File: src/rtl/layer_color_mapper.sv
// Palette compositor: priority layer select, palette RAM lookup and brightness
// scaling in a 3-stage pipeline, with a frame-synchronous fade controller.
//
// state    | meaning
// IDLE     | full brightness, level 256
// FADE_OUT | level drops by FADE_STEP per frame_tick
// DARK     | blanked, level 0
// FADE_IN  | level rises by FADE_STEP per frame_tick
module layer_color_mapper #(
  parameter int NUM_LAYERS = 2,
  parameter int IDX_W      = 6,
  parameter int PAL_DEPTH  = 64,
  parameter int FADE_STEP  = 16
) (
  input  logic                    Clk,
  input  logic                    Reset_n,
  input  logic                    pix_valid_in,
  input  logic [NUM_LAYERS-1:0]   layer_hit,
  input  logic [8*NUM_LAYERS-1:0] layer_idx,
  input  logic [7:0]              bg_idx,
  input  logic                    pal_we,
  input  logic [IDX_W-1:0]        pal_waddr,
  input  logic [23:0]             pal_wdata,
  input  logic                    frame_tick,
  input  logic                    fade_start,
  input  logic                    fade_dir,
  output logic [7:0]              VGA_R,
  output logic [7:0]              VGA_G,
  output logic [7:0]              VGA_B,
  output logic                    pix_valid_out,
  output logic                    fade_busy,
  output logic [8:0]              fade_level
);

  typedef enum logic [1:0] {IDLE, FADE_OUT, DARK, FADE_IN} fade_state_t;

  localparam logic [IDX_W:0] DEPTH_L = (IDX_W+1)'(PAL_DEPTH);
  localparam logic [8:0]     STEP_L  = 9'(FADE_STEP);
  localparam logic [8:0]     IN_LIM  = 9'(256 - FADE_STEP);
  localparam logic [8:0]     FULL    = 9'd256;

  fade_state_t      state, state_n;
  logic [8:0]       level_n;
  logic [IDX_W-1:0] win_idx;
  logic             found;
  logic             unused_hi;

  logic             s1_valid, s2_valid;
  logic [IDX_W-1:0] sel_idx;
  logic [23:0]      rd_rgb;
  logic [23:0]      pal_mem [PAL_DEPTH];

  // S1: first hit layer with a non-transparent index wins, else background
  always_comb begin
    win_idx = bg_idx[IDX_W-1:0];
    found   = 1'b0;
    for (int i = 0; i < NUM_LAYERS; i++) begin
      if (!found && layer_hit[i] && (layer_idx[8*i +: IDX_W] != '0)) begin
        win_idx = layer_idx[8*i +: IDX_W];
        found   = 1'b1;
      end
    end
  end

  always_comb begin
    unused_hi = ^bg_idx[7:IDX_W];
    for (int i = 0; i < NUM_LAYERS; i++)
      unused_hi = unused_hi ^ (^layer_idx[8*i+IDX_W +: 8-IDX_W]);
  end

  always_ff @(posedge Clk) begin
    if (!Reset_n) begin
      s1_valid <= 1'b0;
      sel_idx  <= '0;
      s2_valid <= 1'b0;
    end else begin
      s1_valid <= pix_valid_in;
      sel_idx  <= win_idx;
      s2_valid <= s1_valid;
    end
  end

  // Palette RAM has no reset; read returns pre-write data on address collision
  always_ff @(posedge Clk) begin
    if (Reset_n && pal_we && ({1'b0, pal_waddr} < DEPTH_L))
      pal_mem[pal_waddr] <= pal_wdata;
    if ({1'b0, sel_idx} < DEPTH_L)
      rd_rgb <= pal_mem[sel_idx];
    else
      rd_rgb <= 24'h000000;
  end

  function automatic logic [7:0] scale(input logic [7:0] c, input logic [8:0] lvl);
    return 8'(({9'b0, c} * {8'b0, lvl}) >> 8);
  endfunction

  // S3: invalid pixels leave as black
  always_ff @(posedge Clk) begin
    if (!Reset_n) begin
      VGA_R         <= 8'h00;
      VGA_G         <= 8'h00;
      VGA_B         <= 8'h00;
      pix_valid_out <= 1'b0;
    end else begin
      VGA_R         <= s2_valid ? scale(rd_rgb[23:16], fade_level) : 8'h00;
      VGA_G         <= s2_valid ? scale(rd_rgb[15:8],  fade_level) : 8'h00;
      VGA_B         <= s2_valid ? scale(rd_rgb[7:0],   fade_level) : 8'h00;
      pix_valid_out <= s2_valid;
    end
  end

  // A fade command wins over a coincident frame_tick; the level is never reset by a restart
  always_comb begin
    state_n = state;
    level_n = fade_level;
    if (fade_start) begin
      state_n = fade_dir ? FADE_IN : FADE_OUT;
    end else if (frame_tick) begin
      case (state)
        FADE_OUT: begin
          if (fade_level > STEP_L) begin
            level_n = fade_level - STEP_L;
          end else begin
            level_n = '0;
            state_n = DARK;
          end
        end
        FADE_IN: begin
          if (fade_level < IN_LIM) begin
            level_n = fade_level + STEP_L;
          end else begin
            level_n = FULL;
            state_n = IDLE;
          end
        end
        default: ;
      endcase
    end
  end

  always_ff @(posedge Clk) begin
    if (!Reset_n) begin
      state      <= IDLE;
      fade_level <= FULL;
      fade_busy  <= 1'b0;
    end else begin
      state      <= state_n;
      fade_level <= level_n;
      fade_busy  <= (state_n == FADE_OUT) || (state_n == FADE_IN);
    end
  end

endmodule

File: config.mk
export PLATFORM = sky130hd
export DESIGN_NAME = layer_color_mapper
export DESIGN_NICKNAME = d
export VERILOG_FILES = /design/src/rtl/layer_color_mapper.sv
export SDC_FILE = /design/constraint.sdc
export NUM_CORES = 2
export LEC_CHECK = 0
export BUFFER_PORTS_ARGS = -buffer_cell sky130_fd_sc_hd__buf_4
export CORE_UTILIZATION = 68
export CTS_CLUSTER_DIAMETER = 30
export DETAILED_ROUTE_END_ITERATION = 16
export HOLD_SLACK_MARGIN = 0.12
export PLACE_DENSITY_LB_ADDON = 0.2
export SKIP_LAST_GASP = 1
export SLEW_MARGIN = 20
export SYNTH_ARGS = -nofsm -noshare
export SYNTH_HDL_FRONTEND = slang
export SYNTH_SLANG_ARGS = --single-unit
File: constraint.sdc
create_clock -name Clk -period 12.1 [get_ports Clk]
set_clock_uncertainty 0.15 [all_clocks]
set_input_delay 0.605 -clock Clk [delete_from_list [all_inputs] [get_ports Clk]]
set_output_delay 0.605 -clock Clk [all_outputs]
set_load 0.01 [all_outputs]
==> impl_metrics.yaml <==
detailed_routing:
  drc: 0
  drt_iter0_markers: 5490
  drt-total-wl_mm: 182
  viasPerCell: 7.20
  wl_per_cell_um: 36.2
  dr.pass1.iters: 6
  vias: 36100
  ant_nets: 0
power_and_ir_drop:
  power.share.clock: 0.510
  power.switching_mw: 3.59
  ir_drop_uv: 193
  pwr-share-seq: 0.415
  p_int_mw: 11.3
  p_per_area_nw_per_um2: 193
  combinationalPowerShare: 0.075
  p_leak_nw: 25.9
  p_sw_frac: 0.242
floorplan:
  chipWidth_um: 312
  die_area_um2: 97400
  start_util: 0.687
  core_area_um2: 95200
  rows: 113
  boundaryPins: 98
  die_h_um: 312
setup_path:
  crit_arrival_ns: 5.83
  path_class: "reg -> reg"
  end_kind: "register"
  crit_required_ns: 12.63
  crit_fanout: 45
  start_kind: "register"
  ff2ff_setup_slack_ns: 6.80
synth:
  syn_avg_cell_area_um2: 20.5
  synthArstFlopShare: 0
  synthCells: 3184
  ys_ff_latch: 1600
  synthTopCellsByArea: "edfxtp_1, mux4_2, fa_1"
  synth_area_um2: 65400
  synth_cell_types: 56
  synth_seq_area_share: 0.725
  synth_top_area_frac: 0.705
  synth_top_area_cell: "edfxtp_1"
  yosys.cell_count.top_type: "edfxtp_1"
  ys_dominant_reg_cell: "edfxtp_1"
  yosysWarningCount: 0
  synth_common_cells: "edfxtp_1, mux4_2, nor2_1, inv_1, and2_1"
  synth-edff-count: 1536
place:
  placed_area_um2: 67900
  finalWeightedCongestion: 0.910
  hpwlAfterDp_mm: 84.4
  port_buffers: 87
final_layout:
  nets: 3785
  diodes: 0
  fin_util: 0.810
  syn2layout_area_growth_pct: 17.8
  final_area_um2: 77000
  drive_gt1_frac: 0.306
global_route:
  antenna_found_initial: 10
  grt_pass1_vias: 37400
  grt_start_max_net_pins: 113
  grt_overflow: 0
  grt_first_pass_wirelength_mm: 262
  grt.total_usage: 0.383
clock_tree:
  cts_resized: 0
  h-tree-depth: 5
  clock-sinks: 1600
  root_buffer: "clkbuf_16"
  insertion_delay_ns: 0.87
  path_clk_slew_ns: 0.06
  cts_made_buffers: 283
  cts.path.max_buffers: 4
  cts_tree: "yes"
outcome:
  status: "finished clean"
timing:
  post-route-min-period_ns: 5.30
  fmax_mhz: 189
  setup_viol: 0
  finalMaxSlewViolations: 0
  finalHoldViolations: 0
  tightest_slew_ns: 1.09
  fin_crit_sh: 0.438
  slew_headroom: 0.273
  setup-tns-final_ns: 0
  hold_slack_ns: 0.177
  rsz0062_at_grt: "false"
worst_hold_path:
  min_path_type: "in -> reg"
job:
  drv_cap: 0
flip-flops by register name, summed over array words and instances, names as in the netlist:
name           count
pal_mem         1536
s1_valid           1
VGA_G              8
rd_rgb            24
sel_idx            6
pix_valid_out      1
fade_level         5
VGA_B              8
state              2
VGA_R              8
s2_valid           1
layer usage:
layer / vias to the layer above / routed length, um / track usage
met5: - / 63 / 0
met4: 10 / 10100 / 0.197
met3: 606 / 21200 / 0.0935
met2: 3316 / 89800 / 0.620
met1: 18500 / 60600 / 0.490
li1: 13700 / - / -
what timing repair did:
action                                  4_1_cts  5_1_grt
endpoints found under the setup margin        0        0
endpoints found under the hold margin        23        0
setup buffers                                 0        0
hold buffers                                 25        0
worst max-delay path, cell delays in order (launching register included):
cell	delay (ns)
dfxtp_4	0.67
buf_4	0.84
buf_4	0.85
mux4_2	0.60
nor2b_1	0.14
a211oi_1	0.73
a21oi_1	0.16
a22oi_1	0.61
o221ai_1	0.25
cell type report:
type,instances,area (um^2)
flip-flops and latches,1600,47400
clock buffers,310,7290
repair buffers,202,1600
clock inverters,181,1620
well taps,1265,1580
inverters,114,428
multi-input cells,1347,17100
fillers,4032,18100
per-stage QoR:
stage          setup WS (ns)  std cells  total power, mW
2_1_floorplan           7.48       3225             6.97
3_3_place_gp            7.05       4503             7.29
3_5_place_dp            6.98       4503             7.33
4_1_cts                 6.82       5019             14.9
5_1_grt                 6.52       5019             15.2
6_report                6.80       5019             14.9
cells by family after synthesis:
| kind of cell | synth area share |
|---|---|
| compound gates | 0.0211 |
| fa+ha+maj | 0.0422 |
| xor+xnor | 0.00295 |
| flops | 0.725 |
| simple gates | 0.0320 |
| buf+inv | 0.0194 |
| other cells | 0.000115 |
| mux | 0.157 |
layout by cell type (no fill, tap or decap), types with 8 or more instances in the layout:
master and count:
a211oi_1 26, a21o_1 9, a21oi_1 49, a22oi_1 16
and2_1 100, buf_4 175, bufinv_16 15, clkbuf_1 22
clkbuf_16 288, clkinv_1 32, clkinv_2 37, clkinv_4 20
clkinvlp_4 31, conb_1 43, dfxtp_1 57, dlygate4sd3_1 25
edfxtp_1 1536, fa_1 78, ha_1 96, inv_1 114
inv_6 32, inv_8 10, mux2_2 24, mux2i_1 41
mux4_2 427, nand2_1 68, nand2b_1 16, nand3_1 22
nor2_1 69, nor2_2 61, nor2b_1 28, nor3_1 15
o21ai_0 23, o221ai_1 15, or3_1 8, xnor2_1 12
xor2_1 10
final timing paths:
| check | startpoint | end | depth (start not counted) |
|---|---|---|---|
| setup reg to reg | sel_idx[0] | rd_rgb[10] | 8 |
| hold / removal | pal_wdata[19] | pal_mem[44][19] | 1 |
| setup / recovery | sel_idx[0] | rd_rgb[10] | 8 |
| hold reg to reg | s1_valid | s2_valid | 1 |
power by group through the flow:
stage	clock network, mW	logic, mW	registers [mW]
detailed placement	0	1.05	6.28
global placement	0	1.02	6.27
finish	7.58	1.12	6.18
global route	7.82	1.19	6.18
floorplan	0	0.717	6.25
CTS	7.60	1.10	6.17
(Power assumes the default switching activity.)
